### config.mk
export PLATFORM = sky130hd
export DESIGN_NAME = array_arbiter
export DESIGN_NICKNAME = d
export VERILOG_FILES = /design/src/rtl/array_arb_pkg.sv /design/src/rtl/rr_pick.sv /design/src/rtl/array_arbiter.sv
export SDC_FILE = /design/constraint.sdc
export NUM_CORES = 1
export LEC_CHECK = 0
export ABC_CLOCK_PERIOD_IN_PS = 7530
export CAP_MARGIN = 5
export CORE_MARGIN = 2
export CORE_UTILIZATION = 25
export CTS_BUF_LIST = sky130_fd_sc_hd__clkbuf_8
export DETAILED_ROUTE_END_ITERATION = 8
export SLEW_MARGIN = 20
export SYNTH_ARGS = -nofsm -noshare
export SYNTH_HDL_FRONTEND = slang
export SYNTH_SLANG_ARGS = --single-unit
### constraint.sdc
create_clock -name clk -period 7.53 [get_ports clk]
set_clock_uncertainty 0.2 [all_clocks]
set_input_delay 1.1295 -clock clk [delete_from_list [all_inputs] [get_ports clk]]
set_output_delay 1.1295 -clock clk [all_outputs]
set_load 0.01 [all_outputs]
### src/rtl/array_arb_pkg.sv
// Shared state encoding and default parameters for the array arbiter.
package array_arb_pkg;

    localparam int unsigned DefNreq     = 4;
    localparam int unsigned DefDepth    = 32;
    localparam int unsigned DefWidth    = 8;
    localparam int unsigned DefMaxBurst = 4;

    typedef enum logic [1:0] {
        StIdle,
        StAccess,
        StLocked
    } arb_state_e;

endpackage

### src/rtl/rr_pick.sv
// Round-robin picker: first set request at or after ptr_i, wrapping to 0.
module rr_pick #(
    parameter int unsigned NREQ = 4
) (
    input  logic [NREQ-1:0]         req_i,
    input  logic [$clog2(NREQ)-1:0] ptr_i,
    output logic [NREQ-1:0]         gnt_o,
    output logic                    valid_o
);

    localparam int unsigned PW = $clog2(NREQ);

    logic          found;
    logic [PW-1:0] idx;

    always_comb begin
        gnt_o = '0;
        found = 1'b0;
        idx   = '0;
        for (int unsigned k = 0; k < NREQ; k++) begin
            idx = PW'((32'(ptr_i) + k) % NREQ);
            if (!found && req_i[idx]) begin
                gnt_o[idx] = 1'b1;
                found      = 1'b1;
            end
        end
    end

    assign valid_o = |req_i;

endmodule

### src/rtl/array_arbiter.sv
// Round-robin arbiter with burst locking in front of a shared register array.
// Grants are registered; the granted requester's access is performed in the grant cycle.
module array_arbiter
    import array_arb_pkg::*;
#(
    parameter int unsigned NREQ      = DefNreq,
    parameter int unsigned DEPTH     = DefDepth,
    parameter int unsigned WIDTH     = DefWidth,
    parameter int unsigned MAX_BURST = DefMaxBurst
) (
    input  logic                          clk,
    input  logic                          rst_n,
    input  logic [NREQ-1:0]               req,
    input  logic [NREQ-1:0]               lock,
    input  logic [NREQ-1:0]               we,
    input  logic [NREQ*$clog2(DEPTH)-1:0] addr,
    input  logic [NREQ*WIDTH-1:0]         wdata,
    output logic [NREQ-1:0]               gnt,
    output logic                          rvalid,
    output logic [WIDTH-1:0]              rdata,
    output logic [$clog2(NREQ)-1:0]       rid
);

    localparam int unsigned AW = $clog2(DEPTH);
    localparam int unsigned IW = $clog2(NREQ);
    localparam int unsigned BW = $clog2(MAX_BURST + 1);

    localparam logic [AW:0]   DepthLim = (AW + 1)'(DEPTH);
    localparam logic [BW-1:0] BurstLim = BW'(MAX_BURST);

    function automatic logic [IW-1:0] ptr_inc(input logic [IW-1:0] p);
        return (p == IW'(NREQ - 1)) ? '0 : p + 1'b1;
    endfunction

    arb_state_e        state_q, state_d;
    logic [NREQ-1:0]   gnt_q, gnt_d;
    logic [IW-1:0]     owner_q, owner_d;
    logic [IW-1:0]     ptr_q, ptr_d;
    logic [BW-1:0]     burst_q, burst_d;
    logic              rvalid_q;
    logic [WIDTH-1:0]  rdata_q;
    logic [IW-1:0]     rid_q;
    logic [WIDTH-1:0]  mem_q [DEPTH];

    logic              lock_exit;
    logic [IW-1:0]     arb_ptr;
    logic [NREQ-1:0]   pick_gnt;
    logic              pick_valid;
    logic [IW-1:0]     pick_idx;

    logic              acc_valid;
    logic              acc_we;
    logic [AW-1:0]     acc_addr;
    logic [WIDTH-1:0]  acc_wdata;
    logic              acc_inrange;

    // A lock ends when the owner lets go or has used up its burst allowance.
    assign lock_exit = (state_q == StLocked) &&
                       !(req[owner_q] && lock[owner_q] && (burst_q < BurstLim));
    assign arb_ptr   = lock_exit ? ptr_inc(owner_q) : ptr_q;

    rr_pick #(
        .NREQ(NREQ)
    ) u_rr_pick (
        .req_i  (req),
        .ptr_i  (arb_ptr),
        .gnt_o  (pick_gnt),
        .valid_o(pick_valid)
    );

    always_comb begin
        pick_idx = '0;
        for (int unsigned i = 0; i < NREQ; i++) begin
            if (pick_gnt[i]) begin
                pick_idx = IW'(i);
            end
        end
    end

    always_comb begin
        state_d = state_q;
        gnt_d   = '0;
        owner_d = owner_q;
        ptr_d   = ptr_q;
        burst_d = burst_q;
        if ((state_q == StLocked) && !lock_exit) begin
            gnt_d   = gnt_q;
            burst_d = burst_q + 1'b1;
        end else begin
            ptr_d   = arb_ptr;
            burst_d = '0;
            if (pick_valid) begin
                gnt_d   = pick_gnt;
                owner_d = pick_idx;
                if (lock[pick_idx]) begin
                    state_d = StLocked;
                    burst_d = BW'(1);
                end else begin
                    state_d = StAccess;
                    ptr_d   = ptr_inc(pick_idx);
                end
            end else begin
                state_d = StIdle;
            end
        end
    end

    always_ff @(posedge clk or negedge rst_n) begin
        if (!rst_n) begin
            state_q <= StIdle;
            gnt_q   <= '0;
            owner_q <= '0;
            ptr_q   <= '0;
            burst_q <= '0;
        end else begin
            state_q <= state_d;
            gnt_q   <= gnt_d;
            owner_q <= owner_d;
            ptr_q   <= ptr_d;
            burst_q <= burst_d;
        end
    end

    // The owner of the current grant drives the access, even if its req has dropped.
    always_comb begin
        acc_valid   = |gnt_q;
        acc_we      = we[owner_q];
        acc_addr    = addr[owner_q*AW +: AW];
        acc_wdata   = wdata[owner_q*WIDTH +: WIDTH];
        acc_inrange = {1'b0, acc_addr} < DepthLim;
    end

    always_ff @(posedge clk or negedge rst_n) begin
        if (!rst_n) begin
            rvalid_q <= 1'b0;
            rdata_q  <= '0;
            rid_q    <= '0;
        end else begin
            rvalid_q <= acc_valid && !acc_we;
            if (acc_valid && !acc_we) begin
                rdata_q <= acc_inrange ? mem_q[acc_addr] : '0;
                rid_q   <= owner_q;
            end
        end
    end

    always_ff @(posedge clk) begin
        if (acc_valid && acc_we && acc_inrange) begin
            mem_q[acc_addr] <= acc_wdata;
        end
    end

    assign gnt    = gnt_q;
    assign rvalid = rvalid_q;
    assign rdata  = rdata_q;
    assign rid    = rid_q;

endmodule

After elaboration in Yosys (flattened, before gate mapping) --
Memories as Yosys holds them, arrays and structs flattened. A register that Yosys moved wholly into a read port is not among the register bits. Cells that the tools add are included.
Cells by class: add/sub/neg operators 6, multipliers 1, magnitude comparators 11, equality and inequality tests 3, shifts and indexed selects 2, muxes and demuxes 47, bitwise logic cells 4, reduce and logical (&&, ||, !) cells 23
Operator list (count):
- $shiftx 32x6->8 | 1
- $mux 1 | 20
- $mux 4 | 5
- $shiftx 20x6->5 | 1
- $lt 2x3->1 const B | 6
- $mux 2 | 9
- $bmux 1 s2 | 8
- $logic_and 1x1->1 | 13
- $or 4x4->4 | 3
- $demux 1 s2 | 4
- $ge 2x1->1 const B | 4
- $reduce_or 4->1 | 2
- $logic_not 1->1 | 7
- $add 2x1->2 const B | 3
- $eq 2x2->1 const B | 3
- $mul 2x3->5 const B | 1
- $add 2x2->2 const B | 2
- $add 3x1->3 const B | 1
- $lt 3x3->1 const B | 1
- $mux 3 | 1
- $reduce_and 2->1 | 1
- $not 1->1 | 1
Storage, ports and cells: register bits 16, memory bits (writable) 256, bits of input ports 66, output and inout bits 15, logic and storage cells 105, memories 1
Memory list:
- mem_q | depth 32, bits a word 8, rd ports 1, clocked after memory_dff 1, wr ports 1, RTL line array_arbiter.sv:43 | logic [WIDTH-1:0] mem_q [DEPTH];

Depth between registers and ports, before layout --
Gate-level depths: netlist of run 1.
word-level depth 27, mapped depth 17, gate-level depth less buffers 14

By module --
A second synthesis of run 1 with hierarchy kept.
Second synthesis, totals: cells, all modules 784, area, all modules 12040.3 µm²
Modules (own cells, without submodules):
- array_arbiter | instances 1, cells an instance 747, area each 11695.0 µm², seq. area each 8287.9 µm²
- rr_pick | instances 1, cells an instance 37, area each 345.3 µm², seq. area each 0.0 µm²

Worst setup path after synthesis of run 1 --
Ideal clock, no wire load.
path kind input port to flip-flop, from input req[1], to register ptr_q[0], setup time 0.127 ns, arrival time 4.584 ns, data required time 7.203 ns, slack 2.619 ns, cell stages on the path 15, buffers on the path 3, path through buf_6 > and3_1 > or3_1 > buf_2 > a2111o_1 > o21ai_2 > ha_1 > o41ai_1 > o22ai_1 > a211o_1 > and4_1 > buf_2 > a211o_1 > a31o_1 > a2bb2oi_1
On the way: cells in the longest elaborated chain, start to end 26, elaborated cells between the ends (all ways) 67, classes of those cells 4 x add/sub; 8 x order compare; 1 x eq/ne; 34 x mux; 3 x bitwise; 17 x reduce/logical
RTL lines:
- from (decl) | RTL line array_arbiter.sv:13 | input logic [NREQ-1:0] req,
- parallel branches: the longest is 26 deep, another holds $lt 2x3->1
- to (signal assigned) | RTL line array_arbiter.sv:119 | ptr_q <= ptr_d;
- to (decl) | RTL line array_arbiter.sv:38 | logic [IW-1:0] ptr_q, ptr_d;
Parallel ways; which one is timed is not known. The select of a mux whose other input is x is not followed. A chain may end at the register's enable or synchronous reset.

Final worst setup path of run 1 --
from input req[3], to register ptr_q[0]
Same word-level chain as after synthesis.

==> metrics.csv, run 1 <==
metric,value,unit
synth_cell_types,59,
max_freq,190,MHz
synthAdderAreaFrac,1.05,%
vias,6766,
antenna_found_initial,0,
viasPerCell,4.71,
fp.dieW,223,um
drt_iter0_drc,820,
tritoncts,yes,
grt_max_degree,41,
critPathMaxFanout,12,
p_switching,0.00223,W
area_growth,19.7,%
hold_buffers,0,
clock_power_share,20.9,%
routed_wl,28.8,mm
clk_latency,0.56,ns
r2r_slack,2.44,ns
hpwl,18.2,mm
syn_nets,760,
clk_root_buffer_cell,clkbuf_8,
max_stage_delay,0.73,ns
slowest_stage,clkdlybuf4s50_1,
cts_resized,0,
cts_made_buffers,46,
portBuffers,80,
synth-edff-count,256,
synth_top_area_share,64.3,%
post-place-ws,1.77,ns
post_cts_buffers,0,
synth-simple-area-share,5.68,%
die_h,223,um
setup_ws,2.26,ns
totalNegativeSetupSlack,0,ns
cap_violations,0,
yosysWarnings,0,
worst_setup_path_end_kind,flop,
rows,80,
clk_path_buf_depth,3,
yosysTopAreaCell,edfxtp_1,
grt_overflow_total,0,
ff2ff_path_depth,13,
pwr-share-seq,36.6,%
slew_headroom,28.4,%
required,7.76,ns
min_period,5.27,ns
gp_congestion,0.865,
ir_drop,0.000168,V
cp.buffers_inverters,1,
grt_usage,11.6,%
p_int,0.00373,W
syn-instance-count,684,
grt_pass1_vias,6969,
status,"finished, final reports clean",
drive_gt1_share,21.0,%
total_leakage_power,4.66,nW
dr.pass1.iters,5,
antenna_cells,0,
crit_start,req[3],
start_util,25.2,%
drc_errors,0,
swShare,37.4,%
synthMuxAreaShare,16.2,%
cp-endpoint,ptr_q[0],
rr_endpoint,ptr_q[0],
cp-start-kind,primary input,
synth-compound-area-share,6.04,%
synthTopCellsByArea,"edfxtp_1 64%, mux4_2 15%, dfrtp_1 5.0%",
final_cell_mix,"256 x edfxtp_1, 80 x clkdlybuf4s50_1, 76 x mux4_2, 56 x nor2_1, 53 x clkbuf_8",
fp.dieArea,0.0496,mm^2
grt_pass1_wl,43.6,mm
p_comb_share,42.5,%
synthesis.area,0.0120,mm^2
routedWlPerCell,20.1,um
core-area,0.0474,mm^2
synth-main-ff-cell,edfxtp_1,
power-per-cell-area,416,mW/mm^2
slew_viol_final,0,
holdCritPathClass,flop to flop,
ioPinCount,81,
cp_cell_sequence,"clkdlybuf4s50_1, nand2_1, a221oi_4, a21o_4, mux2i_4, ha_1, o41ai_1, o22ai_1, a211o_1, and4_1, a211o_1, a31o_1, a2bb2oi_1",
yosysSeqAreaShare,69.3,%
path_class,primary input to flop,
ant_nets,0,
min_period_over_period,70.0,%
async_flop_share,8.57,%
synth_top_family_by_area,multiplexers,
rsz0062_at_grt,false,
path_depth,13,
final_nets,860,
hold_viol_final,0,
htreeDepth,2,
path_clk_slew,0.07,ns
final_common_cell,edfxtp_1,
cp_common_cell,a211o_1,
syn_avg_cell_area,17.5,um^2
timing.rr.start,owner_q[0],
setup-violations-final,0,
synthXorXnorAreaFrac,0,%
ys_ff_latch,280,
crit_family,compound AO/OA/AOI/OAI gates,
numClockSinks,280,
worstMarginPinSlew,1.07,ns
whs,0.308,ns
crit_arrival,5.50,ns
==> registers in the layout, summed over array words and instances (netlist names) <==
name / count
burst_q: 3
gnt: 4
mem_q: 256
owner_q: 2
ptr_q: 2
rdata: 8
rid: 2
rvalid: 1
state_q: 2
==> stage by stage <==
step	total power [W]	cells	utilization, %	instance area (um^2)
after global routing	0.00630	1435	30.2	14300
after CTS	0.00601	1435	30.2	14300
after detailed placement	0.00476	1351	28.3	13400
after floorplan	0.00391	684	-	12000
final	0.00596	1435	30.2	14300
after global placement	0.00473	1351	28.3	13400
==> cell type report <==
cell class	count	area, um^2
inverters	13	48.8
flip-flops and latches	280	8290
fillers	4688	33100
well taps	615	769
clock buffers	53	729
clock inverters	31	143
repair buffers	89	868
multi-input cells	354	3470
==> logic make-up after synthesis <==
logic type,count (synthesis)
flops,280
simple gates,151
compound gates,98
mux,95
buf+inv,50
fa+ha+maj,10
==> cells in the mapped netlist (3+ instances only) <==
cell type    n
and2_1       6
mux2i_1     10
ha_1        10
o211ai_1     5
a211oi_1     3
buf_2       10
dfrtp_1     24
nand2_1     47
edfxtp_1   256
o22ai_1      5
mux4_2      77
mux2_2       7
a221oi_1     5
and3_1       4
clkbuf_1    23
a21oi_1     22
nor2b_1      6
nand3_1     10
buf_1        3
inv_1       12
nor2_1      57
or3_1        7
o21ai_0     13
a22oi_1      4
a31oi_1     10
o21ai_1      4
nor3_1       3
==> routing by layer <==
metal	vias to the layer above	wire, um	track usage, %
met4	0	478	2.68
met5	-	0	0
li1	2973	-	-
met1	3491	12800	15.9
met2	259	13500	18.4
met3	43	2130	2.92
==> power by group through the flow <==
| stage | Clock, W | Combinational, W | Sequential, W |
|---|---|---|---|
| detailed placement | 0 | 0.00255 | 0.00222 |
| floorplan | 0 | 0.00173 | 0.00219 |
| finish | 0.00125 | 0.00253 | 0.00218 |
| global placement | 0 | 0.00252 | 0.00221 |
| global route | 0.00134 | 0.00276 | 0.00220 |
| CTS | 0.00127 | 0.00256 | 0.00218 |
==> how the worst min path moves through the flow <==
stage,start,endpoint,cells past startpoint,slack [ns]
2_1_floorplan,burst_q[0],burst_q[0],1,0.25
3_3_place_gp,burst_q[0],burst_q[0],1,0.29
3_5_place_dp,burst_q[0],burst_q[0],1,0.29
4_1_cts,burst_q[0],burst_q[0],1,0.31
5_1_grt,burst_q[0],burst_q[0],1,0.33
6_report,burst_q[0],burst_q[0],1,0.31
Power figures use the tool's default switching activity.
==> run 2: changes to the inputs <==
ABC_CLOCK_PERIOD_IN_PS = 5000   (was 7530)
clock period = 5 ns   (was 7.53 ns; I/O delays follow)
==> metrics.csv, run 2 (synthesis gave the netlist of run 1 again) <==
metric,value,unit,change
die_h,223,um,unchanged
hold_buffers,0,,unchanged
top_register,mem_q,,
critPathMaxFanout,7,,-5
setup-violations-final,0,,unchanged
worstMarginPinSlew,1.00,ns,-0.0707 ns
final_nets,890,,+3.5%
use_met3,2.80,%,-0.12 points
cap_violations,0,,unchanged
holdCritPathClass,flop to flop,,
vias,6870,,+1.5%
portBuffers,80,,unchanged
final_common_cell,edfxtp_1,,
rows,80,,unchanged
numClockSinks,280,,unchanged
min_period_over_period,91.5,%,
antenna_found_initial,2,,+2
r2r_slack,0.62,ns,-1.82 ns
routedWlPerCell,19.5,um,-2.8%
gr-max-usage-layer,met2,,
ir_drop,0.000218,V,+30%
hpwl,18.5,mm,+1.7%
htreeDepth,2,,unchanged
max_freq,219,MHz,
use_met2,18.0,%,-0.39 points
hold_path_depth,1,,unchanged
clk_latency,0.57,ns,about the same
fp.dieArea,0.0496,mm^2,unchanged
worst_setup_path_end_kind,flop,,
cp-start-kind,primary input,,
timing.rr.start,owner_q[1],,
drc_errors,0,,unchanged
final_cell_mix,"256 x edfxtp_1, 80 x clkdlybuf4s50_1, 76 x mux4_2, 56 x nor2_1",,
grt_overflow_total,0,,unchanged
total_leakage_power,4.81,nW,+3.4%
tritoncts,yes,,
rr_endpoint,ptr_q[0],,
fin_total_pwr,0.00917,W,+54%
rsz0062_at_grt,false,,
grt_max_degree,35,,-15%
clk_path_buf_depth,3,,unchanged
crit_arrival,4.80,ns,-0.70 ns
cts_resized,0,,unchanged
path_class,primary input to flop,,
routed_wl,28.6,mm,-0.76%
grt_pass1_vias,6972,,+0.043%
ant_nets,0,,unchanged
post_cts_buffers,0,,unchanged
grt_usage,11.4,%,-0.13 points
fp.dieW,223,um,unchanged
hp-start,burst_q[0],,
hold_viol_final,0,,unchanged
clk_root_buffer_cell,clkbuf_8,,
ioPinCount,81,,unchanged
slew_headroom,33.1,%,+4.7 points
largest_reg_flops,256,,unchanged
required,5.23,ns,-2.53 ns
antenna_cells,0,,unchanged
crit_start,lock[1],,
met1_usage,15.7,%,-0.17 points
slew_viol_final,0,,unchanged
area_growth,22.0,%,
drt_iter0_drc,745,,-9.1%
cts_made_buffers,45,,-2.2%
num-fill-cells,4642,,-0.98%
start_util,25.2,%,unchanged
gp_congestion,0.867,,+0.21%
grt_pass1_wl,43.1,mm,-1.3%
status,"finished, final reports clean",,
ff2ff_path_depth,11,,-2
path_clk_slew,0.06,ns,about the same
viasPerCell,4.69,,-0.54%
final_core_utilization,30.7,%,+0.56 points
min_to,burst_q[0],,
drive_gt1_share,23.8,%,+2.8 points
dr.pass1.iters,5,,unchanged
min_period,4.57,ns,
power-per-cell-area,629,mW/mm^2,+51%
core-area,0.0474,mm^2,unchanged
-- run 2: cell count changes in the layout (fill, tap and decap cells not counted) --
| cell | before | now |
|---|---|---|
| bufinv_16 | 0 | 3 |
| clkbuf_8 | 53 | 47 |
| clkinv_1 | 7 | 10 |
| buf_12 | 0 | 1 |
| buf_4 | 9 | 39 |
| inv_1 | 24 | 21 |
| clkinvlp_4 | 2 | 3 |
| clkinv_2 | 9 | 10 |
-- run 2: per-layer routing --
metal | up-vias | wire length (um)
li1 | 3032 | -
met1 | 3503 | 12500
met2 | 269 | 13300
met3 | 62 | 2180
met4 | 4 | 648
met5 | - | 23
-- run 2: worst max path at each step --
stage / endpoint / slack, ns
after floorplan: ptr_q[0] / 0.47
after global placement: ptr_q[0] / -0.001
after detailed placement: ptr_q[0] / -0.09
after CTS: ptr_q[0] / 0.50
after global routing: ptr_q[0] / 0.21
final: ptr_q[0] / 0.43
-- run 2: critical path, cell delays in order --
cell and delay (ns):
clkdlybuf4s50_1 0.47, and3_1 0.22, or3_1 0.50, a21o_4 0.29
mux2i_4 0.19, ha_1 0.37, o41ai_1 0.47, o22ai_1 0.27
a211o_1 0.31, and4_1 0.28, a211o_1 0.34, a31o_1 0.19
a2bb2oi_1 0.14
-- run 2: through the flow --
step	std cells	hold slack, ns	setup TNS [ns]	instance area (um^2)	worst slack (ns)
4_1_cts	1465	0.296	0	14600	0.502
3_3_place_gp	1382	0.283	-0.00102	13700	-0.00102
6_report	1465	0.291	0	14600	0.427
2_1_floorplan	684	0.252	0	12000	0.469
5_1_grt	1465	0.332	0	14600	0.206
3_5_place_dp	1382	0.281	-0.173	13700	-0.0943
-- run 2: final cells by class --
| cell class | count | area [um^2] | share of cell area [%] |
|---|---|---|---|
| clock buffer | 47 | 647 | 4.44 |
| timing repair buffer | 120 | 1110 | 7.64 |
| multi-input combinational | 354 | 3470 | 23.8 |
| clock inverter | 36 | 245 | 1.68 |
| inverter | 13 | 48.8 | 0.335 |
| sequential | 280 | 8290 | 56.8 |
| tap | 615 | 769 | 5.28 |
-- run 2: power by group --
group          leakage (nW)  internal, W  total [W]  switching [W]
clock network         0.490      0.00104    0.00194       0.000901
registers              2.59      0.00316    0.00327       0.000108
logic                  1.73      0.00158    0.00396        0.00238
==> run 3: changes to the inputs <==
CORE_UTILIZATION = 50   (was 25)
PLACE_DENSITY = 0.69   (was default)
==> metrics.csv, run 3 (synthesis gave the netlist of run 1 again) <==
metric,value,unit,change
crit_arrival,4.79,ns,about the same
top_register,mem_q,,
viasPerCell,5.97,,+27%
slew_viol_final,0,,unchanged
vias,7055,,+2.7%
fin_total_pwr,0.00917,W,about the same
cp-start-kind,primary input,,
worst_setup_path_end_kind,flop,,
dr.pass1.iters,5,,unchanged
drive_gt1_share,24.4,%,+0.60 points
hold_viol_final,0,,unchanged
cap_violations,0,,unchanged
max_stage_delay,0.50,ns,about the same
gp_congestion,0.834,,-3.8%
path_clk_slew,0.07,ns,about the same
worstMarginPinSlew,1.05,ns,+0.0511 ns
area_growth,19.7,%,
rsz0062_at_grt,false,,
rr_endpoint,ptr_q[0],,
cp_cell_sequence,"clkdlybuf4s50_1, and3_1, or3_1, buf_4, a21oi_1, o21ai_2, ha_1, o41ai_1, o22ai_1, a211o_1, and4_1, a211o_1, a31o_1, a2bb2oi_1",,
path_class,primary input to flop,,
grt_max_degree,36,,+2.9%
drt_iter0_drc,664,,-11%
min_period_over_period,91.6,%,+0.16 points
slowest_stage,o41ai_1,,
cp-endpoint,ptr_q[0],,
routed_wl,27.9,mm,-2.6%
final_core_utilization,61.0,%,+30 points
crit_start,lock[1],,
ant_nets,0,,unchanged
ff2ff_path_depth,14,,+3
rows,56,,-30%
clk_root_buffer_cell,clkbuf_8,,
final_nets,905,,+1.7%
status,"finished, final reports clean",,
tritoncts,yes,,
setup-violations-final,0,,unchanged
holdCritPathClass,flop to flop,,
r2r_slack,0.49,ns,-0.13 ns
required,5.21,ns,-0.02 ns
fp.dieArea,0.0252,mm^2,-49%
total_leakage_power,4.90,nW,+1.8%
ioPinCount,81,,unchanged
ir_drop,0.000349,V,+60%
post-place-ws,-0.0612,ns,+0.0331 ns
clk_path_buf_depth,3,,unchanged
antenna_cells,0,,unchanged
fp.dieW,159,um,-29%
final_cell_mix,"256 x edfxtp_1, 80 x clkdlybuf4s50_1, 76 x mux4_2, 57 x nor2_1, 55 x buf_4",,
die_h,159,um,-29%
grt_pass1_vias,7359,,+5.6%
grt_overflow_total,0,,unchanged
critPathMaxFanout,7,,unchanged
drc_errors,0,,unchanged
timing.rr.start,owner_q[0],,
numClockSinks,280,,unchanged
hold_buffers,0,,unchanged
stdcell_area,0.0143,mm^2,-1.8%
antenna_found_initial,0,,-2
core-area,0.0235,mm^2,-51%
post_cts_buffers,0,,unchanged
slew_headroom,29.8,%,-3.3 points
final_common_cell,edfxtp_1,,
dpl_cell_area,0.0134,mm^2,-1.8%
hpwl,18.2,mm,-1.7%
portBuffers,80,,unchanged
grt_usage,22.6,%,+11 points
power-per-cell-area,641,mW/mm^2,+1.9%
max_freq,218,MHz,-0.17%
start_util,50.9,%,+26 points
htreeDepth,2,,unchanged
clk_latency,0.54,ns,-0.03 ns
min_period,4.58,ns,+0.00778 ns
cts_resized,0,,unchanged
largest_reg_flops,256,,unchanged
routedWlPerCell,23.6,um,+21%
grt_pass1_wl,41.6,mm,-3.3%
cts_made_buffers,44,,-2.2%
setup_ws,0.419,ns,-0.00778 ns
cp_common_cell,a211o_1,,
run 3: how the worst min path moves through the flow:
stage | from | end | slack, ns | depth (start not counted)
detailed placement | burst_q[0] | burst_q[0] | 0.32 | 1
finish | burst_q[0] | burst_q[0] | 0.33 | 1
global placement | burst_q[0] | burst_q[0] | 0.31 | 1
floorplan | rst_n | burst_q[0] | 0.25 | 0
global route | burst_q[0] | burst_q[0] | 0.33 | 1
CTS | burst_q[0] | burst_q[0] | 0.33 | 1
run 3: worst max-delay path: cells and delay by family:
kind,cells,cell delay (ns)
AO/OA/AOI/OAI,8,2.10
AND/OR/NAND/NOR,3,0.92
buffers and inverters,2,0.64
adder cells (fa/ha/maj),1,0.35
run 3: layout make-up:
cell class,count,area [um^2]
Tap cell,319,399
Fill cell,1708,9160
Sequential cell,280,8290
Inverter,13,48.8
Multi-Input combinational cell,354,3470
Clock inverter,33,245
Clock buffer,46,633
Timing Repair Buffer,136,1230
run 3: power breakdown:
group,switching (W),internal (W)
clock network,0.000867,0.00106
registers,0.000104,0.00316
logic,0.00234,0.00164
run 3: stage by stage:
step,hold slack (ns),std cells,TNS (ns)
after floorplan,0.252,684,0
after global placement,0.315,1102,0
after detailed placement,0.320,1102,-0.0867
after CTS,0.329,1181,0
after global routing,0.334,1181,0
final,0.326,1181,0
run 3: per-layer routing:
metal	track usage [%]	wire [um]	share of wire (%)
met2	38.2	13900	50
met1	30.4	11400	41
met4	6.18	552	2.0
met5	0	0	0
met3	4.30	2040	7.3
==> RTL edit, RTL diff (settings of run 3) <==
Change the package constant `DefNreq` from 4 to 2.
--- a/src/rtl/array_arb_pkg.sv
+++ b/src/rtl/array_arb_pkg.sv
@@ -3,3 +3,3 @@
 
-    localparam int unsigned DefNreq     = 4;
+    localparam int unsigned DefNreq     = 2;
     localparam int unsigned DefDepth    = 32;
Ports: changed (7 resized); port bits go from 81 to 46. No check against the original RTL was run, so the function may have changed too.
==> RTL edit against run 3 <==
Via count shrank 5.9%; wire length shrank 2.5%; sequential cell count shrank 5; utilization shrank 2.9 points; worst setup slack gained 1.2 ns; die area shrank 6.2%; area after synthesis shrank 6.4%; final area shrank 11%.
Power is not compared: it rests on default switching activity, and its combinational part moved more than twofold at a synthesized area within 25%.
==> RTL edit: results <==
{
  "cts_buffer_depth": 3,
  "dp_slack_ns": 1.10,
  "use_met2_pct": 37.5,
  "wl_um": 27200,
  "placed_area_mm2": 0.0119,
  "n_fill_cell": 1631,
  "antenna_found_initial": 0,
  "hold_end": "rid$_DFFE_PN0P_",
  "critical_path.max_fanout": 20,
  "wl_met1_um": 10800,
  "drt_iter0_markers": 753,
  "grt_usage_pct": 23.1,
  "cts_inserted_buffers": 43,
  "r2r-start": "owner_q$_DFFE_PN0P_",
  "grt_pass1_wl_um": 40600,
  "grt_util_met3_pct": 4.71,
  "status": "finished clean",
  "synth_compound_area_share_pct": 9.39,
  "met3_length_um": 2360,
  "synth-edff-count": 256,
  "maxSlewHeadroom_pct": 39.1,
  "finalHoldWorstSlack_ns": 0.331,
  "reg2regPathDepth": 4,
  "layout-drive-gt1-share_pct": 15.1,
  "synth.area.top_cells": "edfxtp_1 69%, mux4_2 6.6%, dfrtp_1 4.2%",
  "gp_congestion": 0.895,
  "hold_start": "rid$_DFFE_PN0P_",
  "rrSetupSlack_ns": 1.68,
  "netlist_top_cells_count": "256 x edfxtp_1, 73 x o21ai_0, 48 x nor2_1, 33 x mux2i_1, 33 x mux4_2",
  "nNetsFinal": 767,
  "p_clk_share_pct": 31.9,
  "postSynthCellCount": 668,
  "power_combinational_mw": 0.987,
  "p_total_mw": 5.52,
  "setup.worst_path.end": "mem_q[14][3]$_DFFE_PP_",
  "grt.met1_usage_pct": 31.8,
  "seq_area_frac_synth_pct": 72.9,
  "crit_start": "addr[1]",
  "dr_wl_met2_um": 13200,
  "synthArstFlopShare_pct": 6.91,
  "vias": 6641,
  "synth_mux_area_share_pct": 10.6,
  "grt_max_degree": 38,
  "hpwlAfterDp_um": 17400,
  "syn_nets": 703,
  "crit_required_ns": 4.97,
  "synth_cell_types": 47,
  "period_needed_ns": 3.40,
  "cts-root-buf": "clkbuf_8",
  "dp.cells": 966,
  "io_buffer_count": 45,
  "synth_adder_area_share_pct": 0.112,
  "min_path_cells": 2,
  "instances_no_fill": 1047
}
-- RTL edit: cell types whose count changed after synthesis, sizes merged, moves of 9 or more --
cell | before | now
a41oi | 1 | 17
nand2 | 47 | 7
a21oi | 22 | 11
o21ai | 18 | 74
mux4 | 77 | 33
ha | 10 | 1
nor3 | 3 | 13
mux2i | 11 | 33
nor2 | 57 | 48
-- RTL edit: final cells by class --
class | count | area, um^2 | share of cell area (%)
clock buffer | 50 | 688 | 5.42
clock inverter | 30 | 126 | 0.994
inverter | 7 | 26.3 | 0.207
multi-input combinational | 350 | 2830 | 22.3
sequential | 275 | 8160 | 64.2
tap | 280 | 350 | 2.76
timing repair buffer | 55 | 523 | 4.12
-- RTL edit: repair_timing --
item                      in CTS  in global routing
setup buffers                  0                  0
gates resized for setup        0                  0
hold endpoints to repair       0                 19
hold buffers                   0                  1
-- RTL edit: critical path, cell delays in order --
cell	delay [ns]
clkdlybuf4s50_1	0.58
mux2_2	0.62
nand3_1	0.62
nor2_1	0.80
